===== config.mk =====
export PLATFORM = sky130hd
export DESIGN_NAME = btn_repeat_conditioner
export DESIGN_NICKNAME = d
export VERILOG_FILES = /design/src/rtl/btn_pkg.sv /design/src/rtl/btn_repeat_channel.sv /design/src/rtl/btn_repeat_conditioner.sv
export SDC_FILE = /design/constraint.sdc
export NUM_CORES = 1
export LEC_CHECK = 0
export ABC_CLOCK_PERIOD_IN_PS = 2600
export BUFFER_PORTS_ARGS = -buffer_cell sky130_fd_sc_hd__buf_2
export CAP_MARGIN = 15
export CORE_UTILIZATION = 50
export CTS_BUF_LIST = sky130_fd_sc_hd__clkbuf_4 sky130_fd_sc_hd__clkbuf_8
export DETAILED_ROUTE_END_ITERATION = 6
export HOLD_SLACK_MARGIN = 0.06
export PLACE_DENSITY = 0.73
export SYNTH_ARGS = -nofsm -noshare
export SYNTH_HDL_FRONTEND = slang
export SYNTH_SLANG_ARGS = --single-unit

===== constraint.sdc =====
create_clock -name clk -period 2.6 [get_ports clk]
set_input_delay 0.39 -clock clk [delete_from_list [all_inputs] [get_ports clk]]
set_output_delay 0.39 -clock clk [all_outputs]
set_load 0.02 [all_outputs]

===== src/rtl/btn_pkg.sv =====
// btn_pkg: shared types and constants for the pushbutton conditioner.
//   btn_state_t : per-button repeat FSM state (IDLE, HELD, REPEAT)
//   BTN_*       : bit index of each Basys3 pushbutton in the button vectors
//   ACCEL_AFTER : repeat pulses before the faster interval applies (only used
//                 when BTN_REPEAT_ACCEL_EN is defined)
//   cnt_width() : width of a counter that must hold 0..limit, never below 1
package btn_pkg;

  typedef enum logic [1:0] {
    IDLE   = 2'd0,
    HELD   = 2'd1,
    REPEAT = 2'd2
  } btn_state_t;

  localparam int BTN_C = 0;
  localparam int BTN_U = 1;
  localparam int BTN_D = 2;
  localparam int BTN_L = 3;
  localparam int BTN_R = 4;

  localparam int ACCEL_AFTER = 8;

  function automatic int cnt_width(input int limit);
    return (limit < 1) ? 1 : $clog2(limit + 1);
  endfunction

endpackage


===== src/rtl/btn_repeat_channel.sv =====
// btn_repeat_channel: one button's synchronizer, debouncer and repeat FSM.
// Optional macro: BTN_REPEAT_ACCEL_EN (halves the repeat interval after
// ACCEL_AFTER consecutive repeat pulses).
// Ports:
//   clk, reset   : clock, synchronous active-high reset
//   tick_i       : shared 1 ms tick, one cycle wide
//   btn_raw_i    : asynchronous raw button
//   repeat_en_i  : 1 = auto-repeat allowed
//   level_o      : debounced level
//   pulse_o      : 1-cycle pulse on press and on each repeat
//   is_repeat_o  : qualifies pulse_o (1 = repeat, 0 = initial press)
module btn_repeat_channel
  import btn_pkg::*;
#(
  parameter int DEBOUNCE_MS      = 10,
  parameter int REPEAT_DELAY_MS  = 500,
  parameter int REPEAT_PERIOD_MS = 100
) (
  input  logic clk,
  input  logic reset,
  input  logic tick_i,
  input  logic btn_raw_i,
  input  logic repeat_en_i,
  output logic level_o,
  output logic pulse_o,
  output logic is_repeat_o
);

  localparam int DEB_W    = cnt_width(DEBOUNCE_MS);
  localparam int HOLD_LIM = (REPEAT_DELAY_MS > REPEAT_PERIOD_MS) ? REPEAT_DELAY_MS : REPEAT_PERIOD_MS;
  localparam int HOLD_W   = cnt_width(HOLD_LIM);

  logic              sync1_q, sync2_q;
  logic              level_q, level_d;
  logic [DEB_W-1:0]  deb_cnt_q, deb_cnt_d;
  btn_state_t        state_q, state_d;
  logic [HOLD_W-1:0] hold_cnt_q, hold_cnt_d;
  logic              pulse_q, pulse_d;
  logic              is_rep_q, is_rep_d;
  logic              rise, fall, delay_hit, period_hit;
  int                period_lim;

`ifdef BTN_REPEAT_ACCEL_EN
  localparam int FAST_PERIOD = (REPEAT_PERIOD_MS / 2 < 1) ? 1 : REPEAT_PERIOD_MS / 2;
  localparam int REP_W       = cnt_width(ACCEL_AFTER);
  logic [REP_W-1:0] rep_cnt_q, rep_cnt_d;
  assign period_lim = (int'(rep_cnt_q) >= ACCEL_AFTER) ? FAST_PERIOD : REPEAT_PERIOD_MS;
`else
  assign period_lim = REPEAT_PERIOD_MS;
`endif

  // Debounce: any cycle where the synchronized input agrees with the level
  // restarts the count, so only an unbroken run of ticks flips the level.
  always_comb begin
    level_d   = level_q;
    deb_cnt_d = deb_cnt_q;
    if (sync2_q == level_q) begin
      deb_cnt_d = '0;
    end else if (tick_i) begin
      if (int'(deb_cnt_q) + 1 >= DEBOUNCE_MS) begin
        level_d   = ~level_q;
        deb_cnt_d = '0;
      end else begin
        deb_cnt_d = deb_cnt_q + 1'b1;
      end
    end
  end

  // Edges are taken from the next level so the press pulse and the new level
  // appear on the same cycle.
  assign rise       = level_d & ~level_q;
  assign fall       = ~level_d & level_q;
  assign delay_hit  = tick_i && repeat_en_i && (int'(hold_cnt_q) + 1 >= REPEAT_DELAY_MS);
  assign period_hit = tick_i && repeat_en_i && (int'(hold_cnt_q) + 1 >= period_lim);

  // State and counter registers.
  always_ff @(posedge clk) begin
    if (reset) begin
      sync1_q    <= 1'b0;
      sync2_q    <= 1'b0;
      level_q    <= 1'b0;
      deb_cnt_q  <= '0;
      state_q    <= IDLE;
      hold_cnt_q <= '0;
      pulse_q    <= 1'b0;
      is_rep_q   <= 1'b0;
`ifdef BTN_REPEAT_ACCEL_EN
      rep_cnt_q  <= '0;
`endif
    end else begin
      sync1_q    <= btn_raw_i;
      sync2_q    <= sync1_q;
      level_q    <= level_d;
      deb_cnt_q  <= deb_cnt_d;
      state_q    <= state_d;
      hold_cnt_q <= hold_cnt_d;
      pulse_q    <= pulse_d;
      is_rep_q   <= is_rep_d;
`ifdef BTN_REPEAT_ACCEL_EN
      rep_cnt_q  <= rep_cnt_d;
`endif
    end
  end

  // Next-state logic. A release wins over everything, including a repeat
  // that falls due on the same tick.
  always_comb begin
    state_d    = state_q;
    hold_cnt_d = hold_cnt_q;
`ifdef BTN_REPEAT_ACCEL_EN
    rep_cnt_d  = rep_cnt_q;
`endif
    if (fall) begin
      state_d    = IDLE;
      hold_cnt_d = '0;
`ifdef BTN_REPEAT_ACCEL_EN
      rep_cnt_d  = '0;
`endif
    end else begin
      case (state_q)
        IDLE: begin
          if (rise) begin
            state_d    = HELD;
            hold_cnt_d = '0;
          end
        end
        HELD: begin
          if (delay_hit) begin
            state_d    = REPEAT;
            hold_cnt_d = '0;
`ifdef BTN_REPEAT_ACCEL_EN
            rep_cnt_d  = REP_W'(1);
`endif
          end else if (tick_i && int'(hold_cnt_q) < HOLD_LIM) begin
            hold_cnt_d = hold_cnt_q + 1'b1;
          end
        end
        REPEAT: begin
          if (!repeat_en_i) begin
            state_d    = HELD;
            hold_cnt_d = '0;
`ifdef BTN_REPEAT_ACCEL_EN
            rep_cnt_d  = '0;
`endif
          end else if (period_hit) begin
            hold_cnt_d = '0;
`ifdef BTN_REPEAT_ACCEL_EN
            if (int'(rep_cnt_q) < ACCEL_AFTER) rep_cnt_d = rep_cnt_q + 1'b1;
`endif
          end else if (tick_i) begin
            hold_cnt_d = hold_cnt_q + 1'b1;
          end
        end
        default: state_d = IDLE;
      endcase
    end
  end

  // Output logic, registered above.
  always_comb begin
    pulse_d  = 1'b0;
    is_rep_d = 1'b0;
    if (!fall) begin
      case (state_q)
        IDLE:   pulse_d = rise;
        HELD: begin
          pulse_d  = delay_hit;
          is_rep_d = delay_hit;
        end
        REPEAT: begin
          pulse_d  = period_hit;
          is_rep_d = period_hit;
        end
        default: ;
      endcase
    end
  end

  assign level_o     = level_q;
  assign pulse_o     = pulse_q;
  assign is_repeat_o = is_rep_q;

endmodule


===== src/rtl/btn_repeat_conditioner.sv =====
// btn_repeat_conditioner: synchronizes and debounces the pushbuttons and
// produces press/auto-repeat pulses for the cursor and number-mode logic.
// Optional macro: BTN_REPEAT_ACCEL_EN (faster repeats after a long hold).
// Ports:
//   clk, reset    : clock, synchronous active-high reset
//   btn_raw       : raw asynchronous buttons (bit 0=C,1=U,2=D,3=L,4=R)
//   repeat_mask   : per-button auto-repeat enable
//   btn_level     : debounced levels
//   btn_pulse     : 1-cycle pulses on press and repeat
//   btn_is_repeat : 1 when the matching btn_pulse is a repeat
//   tick_1ms      : shared 1 ms prescaler tick
module btn_repeat_conditioner
  import btn_pkg::*;
#(
  parameter int N_BTN            = 5,
  parameter int CLK_HZ           = 100_000_000,
  parameter int DEBOUNCE_MS      = 10,
  parameter int REPEAT_DELAY_MS  = 500,
  parameter int REPEAT_PERIOD_MS = 100
) (
  input  logic             clk,
  input  logic             reset,
  input  logic [N_BTN-1:0] btn_raw,
  input  logic [N_BTN-1:0] repeat_mask,
  output logic [N_BTN-1:0] btn_level,
  output logic [N_BTN-1:0] btn_pulse,
  output logic [N_BTN-1:0] btn_is_repeat,
  output logic             tick_1ms
);

  localparam int PRE_MAX = CLK_HZ / 1000 - 1;
  localparam int PRE_W   = cnt_width(PRE_MAX);

  generate
    if (CLK_HZ < 1000) begin : g_bad_clk
      $error("btn_repeat_conditioner: CLK_HZ must be at least 1000");
    end
    if (N_BTN < 1 || DEBOUNCE_MS < 1 || REPEAT_DELAY_MS < 1 || REPEAT_PERIOD_MS < 1) begin : g_bad_param
      $error("btn_repeat_conditioner: all parameters must be at least 1");
    end
  endgenerate

  logic [PRE_W-1:0] pre_cnt_q, pre_cnt_d;
  logic             tick_q;
  logic             pre_wrap;

  assign pre_wrap  = (pre_cnt_q == PRE_W'(PRE_MAX));
  assign pre_cnt_d = pre_wrap ? '0 : pre_cnt_q + 1'b1;

  // The tick is registered, so it is high on the cycle after the count
  // sits at its maximum.
  always_ff @(posedge clk) begin
    if (reset) begin
      pre_cnt_q <= '0;
      tick_q    <= 1'b0;
    end else begin
      pre_cnt_q <= pre_cnt_d;
      tick_q    <= pre_wrap;
    end
  end

  assign tick_1ms = tick_q;

  generate
    for (genvar gi = 0; gi < N_BTN; gi++) begin : g_btn
      btn_repeat_channel #(
        .DEBOUNCE_MS      (DEBOUNCE_MS),
        .REPEAT_DELAY_MS  (REPEAT_DELAY_MS),
        .REPEAT_PERIOD_MS (REPEAT_PERIOD_MS)
      ) u_chan (
        .clk         (clk),
        .reset       (reset),
        .tick_i      (tick_q),
        .btn_raw_i   (btn_raw[gi]),
        .repeat_en_i (repeat_mask[gi]),
        .level_o     (btn_level[gi]),
        .pulse_o     (btn_pulse[gi]),
        .is_repeat_o (btn_is_repeat[gi])
      );
    end
  endgenerate

endmodule

==> impl_results.md <==
* Drt first-iter violations at between 500 and 600
* DRT Pass-1 Iters at 5
* Worst Path Class, Setup: reg -> reg
* Net Count, Synth at 1032
* Non-Filler Cell Area, Final at about 9000 um^2
* Syn_area_per_cell at about 8 um^2
* R2R Path Start: g_btn[0].u_chan.deb_cnt_q[1]
* CTS Root Cell: clkbuf_8
* Post-route ant nets at 0
* Worst slew pin tran at approximately 0.85 ns
* Worst-case clock buffer depth at 2
* Final net count at between 1000 and 1500
* CTS Sinks at around 120
* Largest net degree at the start of global routing at 24
* Share of cells above drive strength 1 at 18.7%
* Final min period at approximately 2.6 ns
* Slowest stage delay, CP at approximately 0.5 ns
* Synthesis Warnings at 0
* Pleak at 3.22 nW
* Met2 Track Usage GR at 36.1%
* CTS tree: done
* DRC viols at 0
* Met3 Use GR at roughly 4.5%
* First-pass GRT wire length at around 30000 um
* H-Tree Depth at 4
* Endpoints failing setup at 0
* Worst slew margin at between 40% and 50%
* Worst endpoint data arrival time at around 3 ns
* Initial antenna violation count at 0
* Pins over their slew limit at 0
* Max VDD drop at 0.000296 V
* GRT met1 Usage at 29.4%
* Routability cong. at between 0.8 and 0.9
* Reg2Reg Depth at 10
* Yosys reg bits at around 120
* Initial Utilization at 51.6%
* Fin cells at about 1200
* Total power at between 3 and 4 mW
* Slowest stage cell, crit path: or4_1
* Sequential element share of the synthesized area at between 30% and 40%
* Die Ht at 127 um
* CP Launch Type: register
* Most used routing layer: met2
* Area growth syn-to-layout at 13.6%
* Vias in the first global route at 6530
* Hpwl dp at about 12000 um
* Number of vias per cell at approximately 6
* Hold-fix buffers, CTS at 0
* Clk pin slew, worst setup/hold paths at approximately 0.080 ns
* Critical R2R Capture: g_btn[0].u_chan.hold_cnt_q[7]
* Via count at about 7300
* CP endpoint kind: register
* R2R Setup Slk at between 0.02 and 0.03 ns
* Max Clock Freq at around 0.39 GHz
* CP endpoint: g_btn[0].u_chan.hold_cnt_q[7]
* Final WL at 17700 um
* WL/cell at between 10 and 15 um
* Gr usage total at 22.1%
* Worst min path class: in -> reg
* RSZ-0062 raised after global routing: yes
* Pwr dens at around 420 nW/um^2
* Setup ws final at between 0.02 and 0.03 ns
* Die area at between 15000 and 20000 um^2
* Crit-path max FO at 6
* Total grt overflow at 0
* Critical Path, Cell by Cell: inv_2 -> ha_4 -> nand3b_1 -> a31oi_1 -> o41ai_2 -> o211ai_1 -> buf_4 -> a221o_1 -> or4_1 -> a21oi_2
* Die width at around 130 um
* Core area at 15300 um^2
* Synth cell types at 84
* Worst skew pair latency at 0.45 ns
* Worst EP required at roughly 3.0 ns
* Top_reg_cell synth: dfxtp_1
* Max_cap viols at 0
* Fin. Hold Viols at 0
* Fraction of the cycle the final worst path needs at about 99%
* Status: completed
* TritonCTS Buffers at 17
* I/O pins at 28
* ANT cells at 0
* Number of buffers added on ports at 27
* Number of synthesized flops with an enable pin at 0
* Cells after synthesis at a little under 1000
* Clk_skew at 0.00811 ns
* Placed Area at 8260 um^2
* # placed instances at 1197
* Asr flop ratio synth at 0%
* Post-Syn Area at between 7000 and 8000 um^2
* Worst Hold Depth at 2
* Worst Setup SP: g_btn[0].u_chan.deb_cnt_q[1]
* # rows at 45
* Fillers at about 1400
* Pre-CTS WS at -0.0592 ns
==> flip-flops by register name (all words and copies together), names as in the netlist <==
register and cells:
g_btn.u_chan.is_repeat_o 5, g_btn.u_chan.pulse_o 5, tick_1ms 1, g_btn.u_chan.sync1_q 5, g_btn.u_chan.sync2_q 5, g_btn.u_chan.level_o 5
g_btn.u_chan.deb_cnt_q 20, g_btn.u_chan.hold_cnt_q 45, g_btn.u_chan.state_q 10, pre_cnt_q 17
==> how the worst min path moves through the flow <==
stage / start / end
after global placement: g_btn[0].u_chan.sync1_q / g_btn[0].u_chan.sync2_q
final: btn_raw[3] / g_btn[3].u_chan.sync1_q
after global routing: btn_raw[3] / g_btn[3].u_chan.sync1_q
after floorplan: g_btn[0].u_chan.sync1_q / g_btn[0].u_chan.sync2_q
after CTS: btn_raw[3] / g_btn[3].u_chan.sync1_q
after detailed placement: g_btn[2].u_chan.sync1_q / g_btn[2].u_chan.sync2_q
==> metal layers <==
layer  up-vias  wire (um)
met4         0        186
met5         -          0
met2       172       8260
met1      3428       8540
met3        19        748
li1       3678          -
==> cells in the mapped netlist, types with 14 or more instances <==
cell,n,area (um^2)
mux2i_1,14,140
inv_1,45,169
nand2b_1,25,156
buf_2,14,70.1
buf_4,21,158
nor2b_1,17,106
nand4_1,22,138
and3_1,20,125
dfxtp_1,118,2360
o2111ai_1,16,140
a21oi_1,36,180
xor2_1,15,131
nand3_1,49,245
a211oi_1,17,128
or3_1,14,87.6
nor3_1,17,85.1
nand2_1,93,349
o21ai_0,23,115
a31oi_1,24,150
nor2_1,87,327
xnor2_1,15,131
ha_1,41,513
clkbuf_1,23,86.3
==> critical path, delay by kind of cell, from the launching register on <==
kind	cells	cell delay [ns]
AND/OR/NAND/NOR	2	0.59
buffers and inverters	2	0.22
flip-flops	1	0.38
AO/OA/AOI/OAI	5	1.08
adder cells (fa/ha/maj)	1	0.24
==> layout by cell type (no fill, tap or decap), drive strengths merged, types with 26 or more instances in the layout <==
cell   netlist  final
dfxtp      118    118
buf         43     86
nand2       93     93
o21ai       26     26
nor2        87     87
a21oi       40     40
a31oi       26     26
nand3       49     49
ha          41     41
inv         45     49
==> cell type report <==
type	count	area [um^2]	share of cell area [%]
inverters	45	169	1.89
clock buffers	17	234	2.62
clock inverters	15	196	2.20
well taps	211	264	2.95
flip-flops and latches	118	2380	26.6
repair buffers	86	586	6.55
multi-input cells	745	5110	57.2
==> through the flow <==
| step | hold slack [ns] | util (%) | TNS, ns |
|---|---|---|---|
| after floorplan | 0.414 | - | 0 |
| after global placement | 0.419 | 54.2 | -0.0156 |
| after detailed placement | 0.421 | 54.2 | -0.305 |
| after CTS | 0.123 | 57.3 | 0 |
| after global routing | 0.122 | 58.6 | -0.557 |
| final | 0.143 | 58.6 | 0 |
==> power breakdown <==
part	leakage, nW	total, mW	switching [mW]	internal, mW
sequential	0.958	1.82	0.00714	1.81
combinational	2.05	0.0833	0.0537	0.0295
clock	0.213	1.82	0.852	0.971
total	3.22	3.73	0.913	2.82
==> cell families (layout without fill, tap and decap cells) <==
kind of cell | count (synthesis) | in the layout | share of synthesized area (%)
AND/OR/NAND/NOR | 417 | 417 | 27.7
AO/OA/AOI/OAI | 237 | 238 | 22.6
flip-flops | 118 | 118 | 30.0
buffers and inverters | 117 | 163 | 7.38
adder cells (fa/ha/maj) | 41 | 41 | 6.52
XOR/XNOR | 30 | 30 | 3.34
multiplexers | 19 | 19 | 2.50
==> timing repair <==
action / in CTS / in global routing
endpoints found under the hold margin: 0 / 0
cloned: 1 / 0
buffers inserted: 2 / 5
setup endpoints to repair: 10 / 28
pin swaps: 4 / 15
gates resized for setup: 7 / 37
Power figures use the tool's default switching activity.
